### src/rtl/shift_ctrl.sv
// shift_ctrl: serializes a WIDTH-bit word LSB first onto out, strobing sel once per DIV-cycle bit period.
// Define SHIFT_CTRL_PARITY_EN to append an even-parity bit after the MSB (WIDTH+1 strobes per transfer).
module shift_ctrl #(
    parameter int WIDTH = 8,
    parameter int DIV   = 4
) (
    input  logic             clk,
    input  logic             rst,
    input  logic [WIDTH-1:0] din,
    input  logic             load,
    output logic             out,
    output logic             sel,
    output logic             busy,
    output logic             done
);

`ifdef SHIFT_CTRL_PARITY_EN
    localparam int NBITS = WIDTH + 1;
`else
    localparam int NBITS = WIDTH;
`endif

    // The divider keeps at least one bit so DIV=1 still elaborates; it then never leaves 0.
    localparam int DW = (DIV > 1) ? $clog2(DIV) : 1;
    localparam int CW = $clog2(NBITS);

    localparam logic [DW-1:0] DIV_LAST = DW'(DIV - 1);
    localparam logic [CW-1:0] BIT_LAST = CW'(NBITS - 1);

    typedef enum logic [1:0] {
        IDLE  = 2'd0,
        SHIFT = 2'd1,
        DONE  = 2'd2
    } state_t;

    state_t           state;
    state_t           state_nxt;
    logic [NBITS-1:0] frame;
    logic [NBITS-1:0] sreg;
    logic [DW-1:0]    div_cnt;
    logic [CW-1:0]    bit_cnt;
    logic             start;
    logic             strobe;

`ifdef SHIFT_CTRL_PARITY_EN
    assign frame = {^din, din};
`else
    assign frame = din;
`endif

    assign strobe = (state == SHIFT) && (div_cnt == DIV_LAST);

    always_ff @(posedge clk) begin
        if (rst) begin
            state <= IDLE;
        end else begin
            state <= state_nxt;
        end
    end

    // NOTE: every signal driven here gets a default first, so no branch can leave one unassigned and infer a latch.
    always_comb begin
        state_nxt = state;
        start     = 1'b0;
        out       = 1'b0;
        sel       = 1'b0;
        busy      = 1'b0;
        done      = 1'b0;
        case (state)
            IDLE: begin
                if (load) begin
                    start     = 1'b1;
                    state_nxt = SHIFT;
                end
            end
            SHIFT: begin
                busy = 1'b1;
                out  = sreg[0];
                sel  = strobe;
                if (strobe && (bit_cnt == BIT_LAST)) begin
                    state_nxt = DONE;
                end
            end
            DONE: begin
                busy      = 1'b1;
                done      = 1'b1;
                state_nxt = IDLE;
            end
            default: begin
                state_nxt = IDLE;
            end
        endcase
    end

    // NOTE: sequential state uses non-blocking assignments so every register samples pre-edge values.
    always_ff @(posedge clk) begin
        if (rst) begin
            sreg    <= '0;
            div_cnt <= '0;
            bit_cnt <= '0;
        end else if (start) begin
            sreg    <= frame;
            div_cnt <= '0;
            bit_cnt <= '0;
        end else if (state == SHIFT) begin
            if (strobe) begin
                div_cnt <= '0;
                sreg    <= sreg >> 1;
                bit_cnt <= bit_cnt + 1'b1;
            end else begin
                div_cnt <= div_cnt + 1'b1;
            end
        end
    end

endmodule

### config.mk
export PLATFORM = sky130hd
export DESIGN_NAME = shift_ctrl
export DESIGN_NICKNAME = d
export VERILOG_FILES = /design/src/rtl/shift_ctrl.sv
export SDC_FILE = /design/constraint.sdc
export NUM_CORES = 1
export LEC_CHECK = 0
export ABC_AREA = 0
export CAP_MARGIN = 10
export CORE_AREA = 2 2 53 55
export CTS_CLUSTER_DIAMETER = 80
export DETAILED_ROUTE_END_ITERATION = 7
export DIE_AREA = 0 0 55 57
export PLACE_DENSITY = 0.57
export REMOVE_ABC_BUFFERS = 1
export SETUP_SLACK_MARGIN = 0.2
export SYNTH_ARGS = -nofsm -noshare
export SYNTH_HDL_FRONTEND = slang
export SYNTH_SLANG_ARGS = --single-unit
### constraint.sdc
create_clock -name clk -period 3.2 [get_ports clk]
set_input_delay 0.8 -clock clk [delete_from_list [all_inputs] [get_ports clk]]
set_output_delay 0.8 -clock clk [all_outputs]
set_load 0.03 [all_outputs]
======== Word-level counts from Yosys, hierarchy flattened ========
Cells that the tools add are included.
operators by class
  add/subtract/negate cells ............... 2
  equality and inequality tests ........... 6
  muxes and demuxes ....................... 13
  reductions and logical operators ........ 10
operators by type and width
  operator               count
  $mux W8                3
  $mux W1                6
  $mux W2                3
  $reduce_and A2 Y1      3
  $eq A2 B2 Y1 const B   2
  $pmux W2 S2            1
  $reduce_bool A2 Y1     2
  $reduce_or A2 Y1       2
  $add A3 B1 Y3 const B  1
  $eq A3 B3 Y1 const B   1
  $add A2 B1 Y2 const B  1
  $eq A2 B1 Y1 const B   1
  $logic_and A1 B1 Y1    2
  $logic_not A2 Y1       1
  $ne A2 B1 Y1 const B   1
  $ne A2 B2 Y1 const B   1
storage, ports and cells
  flip-flop bits (word level) ............. 15
  input port bits ......................... 11
  output and inout port bits .............. 4

======== Logic depth before layout (Yosys ltp) ========
Gate-level depths: netlist (run 1).
  word-level depth ........................ 5
  mapped depth ............................ 7

======== Worst setup path before layout (run 1) ========
Ideal clock, no wire load.
  kind .................................... register to output
  from .................................... register state[1]
  to ...................................... output port sel
  arrival ................................. 1.065 ns
  slack ................................... 1.335 ns
  cell stages (with the launch flop) ...... 7
  cell sequence ........................... dfxtp_1 inv_1 ha_1 buf_6 nand2_4 buf_6 inv_1
between the ends
  longest elaborated chain between the ends .. 3
ends and longest elaborated chain
  element                 line    text
  start, declared         36      state_t state;
  start signal, assigned  57      state <= state_nxt;
  $eq A2 B1 Y1 (*)        51, 69
  $logic_and A1 B1 Y1     51      assign strobe = (state == SHIFT) && (div_cnt == DIV_LAST);
  $mux W1 (*)             69      case (state)
  end, declared           12      output logic sel,
Every way passes the cells marked *; elsewhere a longest branch is shown, timed or not.

======== Final worst setup path (run 1) ========
Same ends and word-level chain as after synthesis.

==> results of run 1 <==
flip-flops by register name, summed over array words and instances (netlist names):
signal,flops
sreg,8
div_cnt,2
bit_cnt,3
state,2
final timing paths:
path	startpoint	end	slack [ns]	cells past startpoint
worst max register to register	state[0]	bit_cnt[1]	1.73	5
worst min register to register	bit_cnt[1]	bit_cnt[1]	0.48	2
worst min-delay path	bit_cnt[1]	bit_cnt[1]	0.48	2
worst max-delay path	state[1]	sel	0.43	5
power groups by stage:
stage	combinational [mW]	sequential [mW]	clock [mW]
after floorplan	0.163	0.246	0
after global placement	0.217	0.251	0
after detailed placement	0.222	0.253	0
after CTS	0.222	0.249	0.114
after global routing	0.244	0.254	0.123
final	0.220	0.248	0.111
area by class of cell:
type	count	area share
inverter	5	0.0205
tap	31	0.0424
clock buffer	3	0.0246
multi-input combinational	55	0.425
sequential	15	0.328
timing repair buffer	14	0.153
clock inverter	1	0.00547
Yosys cell counts:
master | count | area share
nand2_1 | 7 | 0.036
nor3b_1 | 1 | 0.010
mux2i_1 | 9 | 0.12
nand2_4 | 1 | 0.015
and2_2 | 1 | 0.010
buf_6 | 2 | 0.031
nand3_1 | 4 | 0.027
buf_2 | 1 | 0.0068
o221a_2 | 1 | 0.015
xor2_1 | 1 | 0.012
ha_1 | 7 | 0.12
a21oi_1 | 11 | 0.075
a21oi_2 | 1 | 0.012
o21ai_0 | 7 | 0.048
nor2_1 | 3 | 0.015
inv_1 | 5 | 0.025
dfxtp_1 | 15 | 0.41
clkbuf_1 | 1 | 0.0051
nor2b_1 | 1 | 0.0085
logic make-up after synthesis:
| logic type | after synthesis | share of synthesized area |
|---|---|---|
| AO/OA/AOI/OAI | 20 | 0.149 |
| XOR/XNOR | 1 | 0.0119 |
| AND/OR/NAND/NOR | 18 | 0.122 |
| buffers and inverters | 9 | 0.0679 |
| adder cells (fa/ha/maj) | 7 | 0.119 |
| flip-flops | 15 | 0.407 |
| multiplexers | 9 | 0.122 |
metrics by stage:
| stage | setup slack [ns] | util |
|---|---|---|
| final | 0.434 | 0.350 |
| after global routing | 0.322 | 0.350 |
| after CTS | 0.296 | 0.349 |
| after detailed placement | 0.626 | 0.338 |
| after global placement | 0.653 | 0.338 |
| after floorplan | 1.27 | - |
cell usage in the layout (no fill, tap or decap):
master / count
and2_2: 1
ha_1: 6
a21oi_2: 1
inv_1: 5
nand2_4: 1
clkinv_2: 1
mux2i_1: 9
nor2_1: 3
nor2b_1: 1
clkdlybuf4s50_1: 14
nor3b_1: 1
nand3_1: 4
o21ai_0: 7
clkbuf_4: 3
o221a_2: 1
xor2_1: 1
dfxtp_1: 15
a21oi_1: 11
ha_2: 1
nand2_1: 7
worst reg2reg max path, stage by stage (launching register included):
cell and delay (ns):
dfxtp_1 0.37, inv_1 0.09, ha_1 0.23, nand2_1 0.33, nand2_1 0.23, a21oi_1 0.16
per-layer routing:
layer	up-vias	part of all wire	global-route usage
met1	256	0.46	0.117
li1	298	-	-
met2	17	0.46	0.156
met3	5	0.047	0.0183
met4	0	0.036	0.0732
met5	-	0	0
what timing repair did:
action,in CTS,in global routing
resized for setup,0,1
setup endpoints to repair,0,1
setup buffers,0,0
==> results.toml, run 1 <==
[status]
status = "finished clean"

[timing]
finalCritPeriodShare = 0.865
tightestPinTransition_ns = 0.414
fin_crit_ns = 2.77
rsz0062_at_grt = "false"
hold_viol_final = 0
setup_viol = 0
final.setup.tns_ns = 0
slew_viol_final = 0
skew_ns = 0.00605
timing.hold.ws_ns = 0.475
fmax_mhz = 361
max_slew_margin = 0.724

[clocking]
root_buffer = "clkbuf_4"
h-tree-depth = 1
insertion_delay_ns = 0.29
cts_tree = "yes"
holdBufCountCts = 0
path_clk_slew_ns = 0.09
cts.path.max_buffers = 2
cts_num_sinks = 15
cts_inserted_buffers = 3

[setup_path]
critical_path_required_ns = 2.40
cp_max_fo = 12
cp-start-kind = "register"
max_stage_delay_ns = 0.67
worstPathCellList = "inv_1 -> ha_2 -> nand2_4 -> inv_1 -> clkdlybuf4s50_1"
crit_arrival_ns = 1.97
cp-end-kind = "primary output"
crit_path_top_delay_cell = "clkdlybuf4s50_1"
crit_type = "reg2out"
crit_family = "buffers and inverters"
crit_top_cell = "inv_1"
critPathBufInv = 3

[power_and_ir_drop]
pwr-share-comb = 0.380
power_switching_uw = 208
fin_total_pwr_uw = 578
peakVddDrop_v = 0.000326
power_frac_seq = 0.428
p_per_area_nw_per_um2 = 632
swShare = 0.360
clockPowerShare = 0.191
p_int_uw = 370
leakage_nw = 0.427

[routing]
drc = 0
dr.pass1.iters = 4
wl_per_cell_um = 10.2
drtIter0Drc = 4
num_vias = 576
wirelength_um = 1260
via_per_inst = 4.65
ant_nets = 0

[synthesis]
syn_area_um2 = 737
synth.yosys.warnings = 0
ys_ff_latch = 15
syn_inst = 79
seq_area_frac_synth = 0.407
yosysUniqueCellTypes = 19
avgSynthCellArea_um2 = 9.33

[global_route]
grt_pass1_vias = 596
grt_usage = 0.0995
grt_pass1_wl_um = 2260
gr-total-overflow = 0
antenna_found_initial = 0
grt_max_degree = 17

[cells_and_area]
areaGrowthSynthToFinish_pct = 24.1
n_antenna_cell = 0
drive_gt1_frac = 0.0968
stdcell_area_um2 = 915
regArea_um2 = 300
multiInputGateArea_um2 = 389
nNetsFinal = 112
layoutNonFillerInstCount = 124
nFillCells = 291

[placed_design]
place.gp.congestion = 0.654
dp_hpwl_um = 992
portBuffers = 14
dp.cells = 120
place_area_um2 = 885

[floorplan]
dieArea_um2 = 3140
ios = 15
initial_utilization = 0.282
core.rowCount = 19
die_y_um = 57
die_x_um = 55
core_um2 = 2620

[flow_run]
drv_cap = 0

[worst_hold_path]
min-delay-path-class = "reg2reg"
Power figures use the tool's default switching activity.
==> run 2, diff against run 1 <==
Settings changed: ABC_CLOCK_PERIOD_IN_PS from default to 3200, CTS_BUF_LIST from default to sky130_fd_sc_hd__clkbuf_8, RECOVER_POWER from default to 50.
==> run 2 against run 1 <==
Compared with the run above: total power rose by 6.5%; combinational power fell by 2%; critical path depth did not move; clock skew fell by 0.0056 ns; global-route usage fell by 0.16 points; cell count did not move; fmax fell by 2.3%; clock-buffer cell count did not move; utilization rose by 0.48 points; sequential share of layout area fell by 0.44 points; worst setup slack got worse by 0.064 ns; sequential power barely moved; critical path type unchanged; largest cell class unchanged.
==> results.toml, run 2 (synthesized netlist as in run 1, its figures left out) <==
[placed_design]
dp_worst_setup_slack_ns = 0.626
portBuffers = 14
place.gp.congestion = 0.654
dp.cells = 120
dp_hpwl_um = 992

[power_and_ir_drop]
p_per_area_nw_per_um2 = 664
power_frac_seq = 0.403
peakVddDrop_v = 0.000339
p_int_uw = 407
leakage_nw = 0.436
fin_total_pwr_uw = 616
clockPowerShare = 0.249
power_switching_uw = 209
pwr-share-comb = 0.349
swShare = 0.340

[setup_path]
regToRegEndpoint = "bit_cnt[1]"
critical_path_required_ns = 2.40
max_stage_delay_ns = 0.67
critPathBufInv = 3
crit_family = "buffers and inverters"
crit_path_top_delay_cell = "clkdlybuf4s50_1"
reg2reg_from = "state[0]"
crit_top_cell = "inv_1"
rrSetupSlack_ns = 1.75
cp_max_fo = 12
cp-end-kind = "primary output"
worstPathCellList = "inv_1 -> ha_1 -> nand2_4 -> inv_1 -> clkdlybuf4s50_1"
crit_type = "reg2out"
crit_arrival_ns = 2.03
ff2ff_path_depth = 5
cp-start-kind = "register"

[global_route]
grt_usage = 0.0979
antenna_found_initial = 0
grt_pass1_vias = 588
gr-total-overflow = 0
grt_max_degree = 17
grtUsageMet2 = 0.156
grt_pass1_wl_um = 2250
grt.busiest_layer = "met2"
use_met3 = 0.0183
grt_util_met1 = 0.117

[routing]
drtIter0Drc = 3
drc = 0
via_per_inst = 4.57
ant_nets = 0
dr.pass1.iters = 4
wirelength_um = 1240
wl_per_cell_um = 9.98
num_vias = 567

[floorplan]
ios = 15
die_y_um = 57
die_x_um = 55
initial_utilization = 0.282
core_um2 = 2620
core.rowCount = 19
dieArea_um2 = 3140

[cells_and_area]
layoutNonFillerInstCount = 124
nNetsFinal = 112
largest_reg_flops = 8
top_register = "sreg"
largest_registers = "sreg x8, bit_cnt x3"
drive_gt1_frac = 0.0753
final_cell_mix = "15 x dfxtp_1, 13 x clkdlybuf4s50_1, 12 x a21oi_1, 9 x mux2i_1"
final_common_cell = "dfxtp_1"
areaGrowthSynthToFinish_pct = 25.8
nFillCells = 287
n_antenna_cell = 0

[timing]
worst_slack_ns = 0.369
skew_ns = 0.000493
max_slew_margin = 0.724
final.setup.tns_ns = 0
hold_viol_final = 0
setup_viol = 0
timing.hold.ws_ns = 0.471
fin_crit_ns = 2.83
tightestPinTransition_ns = 0.412
slew_viol_final = 0
fmax_mhz = 353
rsz0062_at_grt = "false"
finalCritPeriodShare = 0.885

[clocking]
holdBufCountCts = 0
path_clk_slew_ns = 0.06
h-tree-depth = 1
root_buffer = "clkbuf_8"
post_cts_buffers = 0
cts_inserted_buffers = 3
cts_num_sinks = 15
cts_resized = 0
insertion_delay_ns = 0.25
cts.path.max_buffers = 2
cts_tree = "yes"

[flow_run]
drv_cap = 0

[status]
status = "finished clean"

[worst_hold_path]
min-delay-path-class = "reg2reg"
hold_path_depth = 2
min_to = "bit_cnt[2]"
hold_path.startpoint = "bit_cnt[2]"
run 2: cell count changes in the layout (fill, tap and decap cells not counted):
cell,delta
ha_2,-1
dlygate4sd3_1,+1
clkbuf_4,-3
clkbuf_8,+3
a21oi_2,-1
clkdlybuf4s50_1,-1
ha_1,+1
a21oi_1,+1
run 2: layer usage:
metal,vias to the layer above,wire (um)
met1,253,584
met4,0,29
li1,298,-
met3,2,50
met5,-,0
met2,14,573
run 2: how the worst max path moves through the flow:
stage	startpoint	endpoint	cells after the start
finish	state[1]	sel	5
floorplan	state[1]	sel	4
global route	state[1]	sel	5
detailed placement	state[1]	sel	5
CTS	state[1]	sel	5
global placement	state[1]	sel	5
run 2: final cells by class:
type                            count  area [um2]  share of cell area
Clock buffer                        3        41.3              0.0445
Clock inverter                      1        5.00             0.00540
Inverter                            5        18.8              0.0202
Multi-Input combinational cell     55         383               0.413
Sequential cell                    15         300               0.324
Tap cell                           31        38.8              0.0418
Timing Repair Buffer               14         140               0.151
run 2: tightest hold or removal path: cells and delay by family (launching register included):
family / cells / cell delay [ns]
AOI/OAI and AO/OA: 1 / 0.05
DFF: 1 / 0.32
and+or+nand+nor: 1 / 0.05
run 2: power groups by stage:
| stage | Clock (mW) | Combinational, mW | Sequential [mW] |
|---|---|---|---|
| floorplan | 0 | 0.163 | 0.246 |
| global placement | 0 | 0.217 | 0.251 |
| detailed placement | 0 | 0.222 | 0.253 |
| CTS | 0.158 | 0.222 | 0.249 |
| global route | 0.168 | 0.239 | 0.253 |
| finish | 0.153 | 0.215 | 0.248 |
run 2: per-stage QoR:
stage	instance area, um2	util
after global placement	885	0.338
final	927	0.355
after floorplan	706	-
after detailed placement	885	0.338
after CTS	931	0.356
after global routing	927	0.355
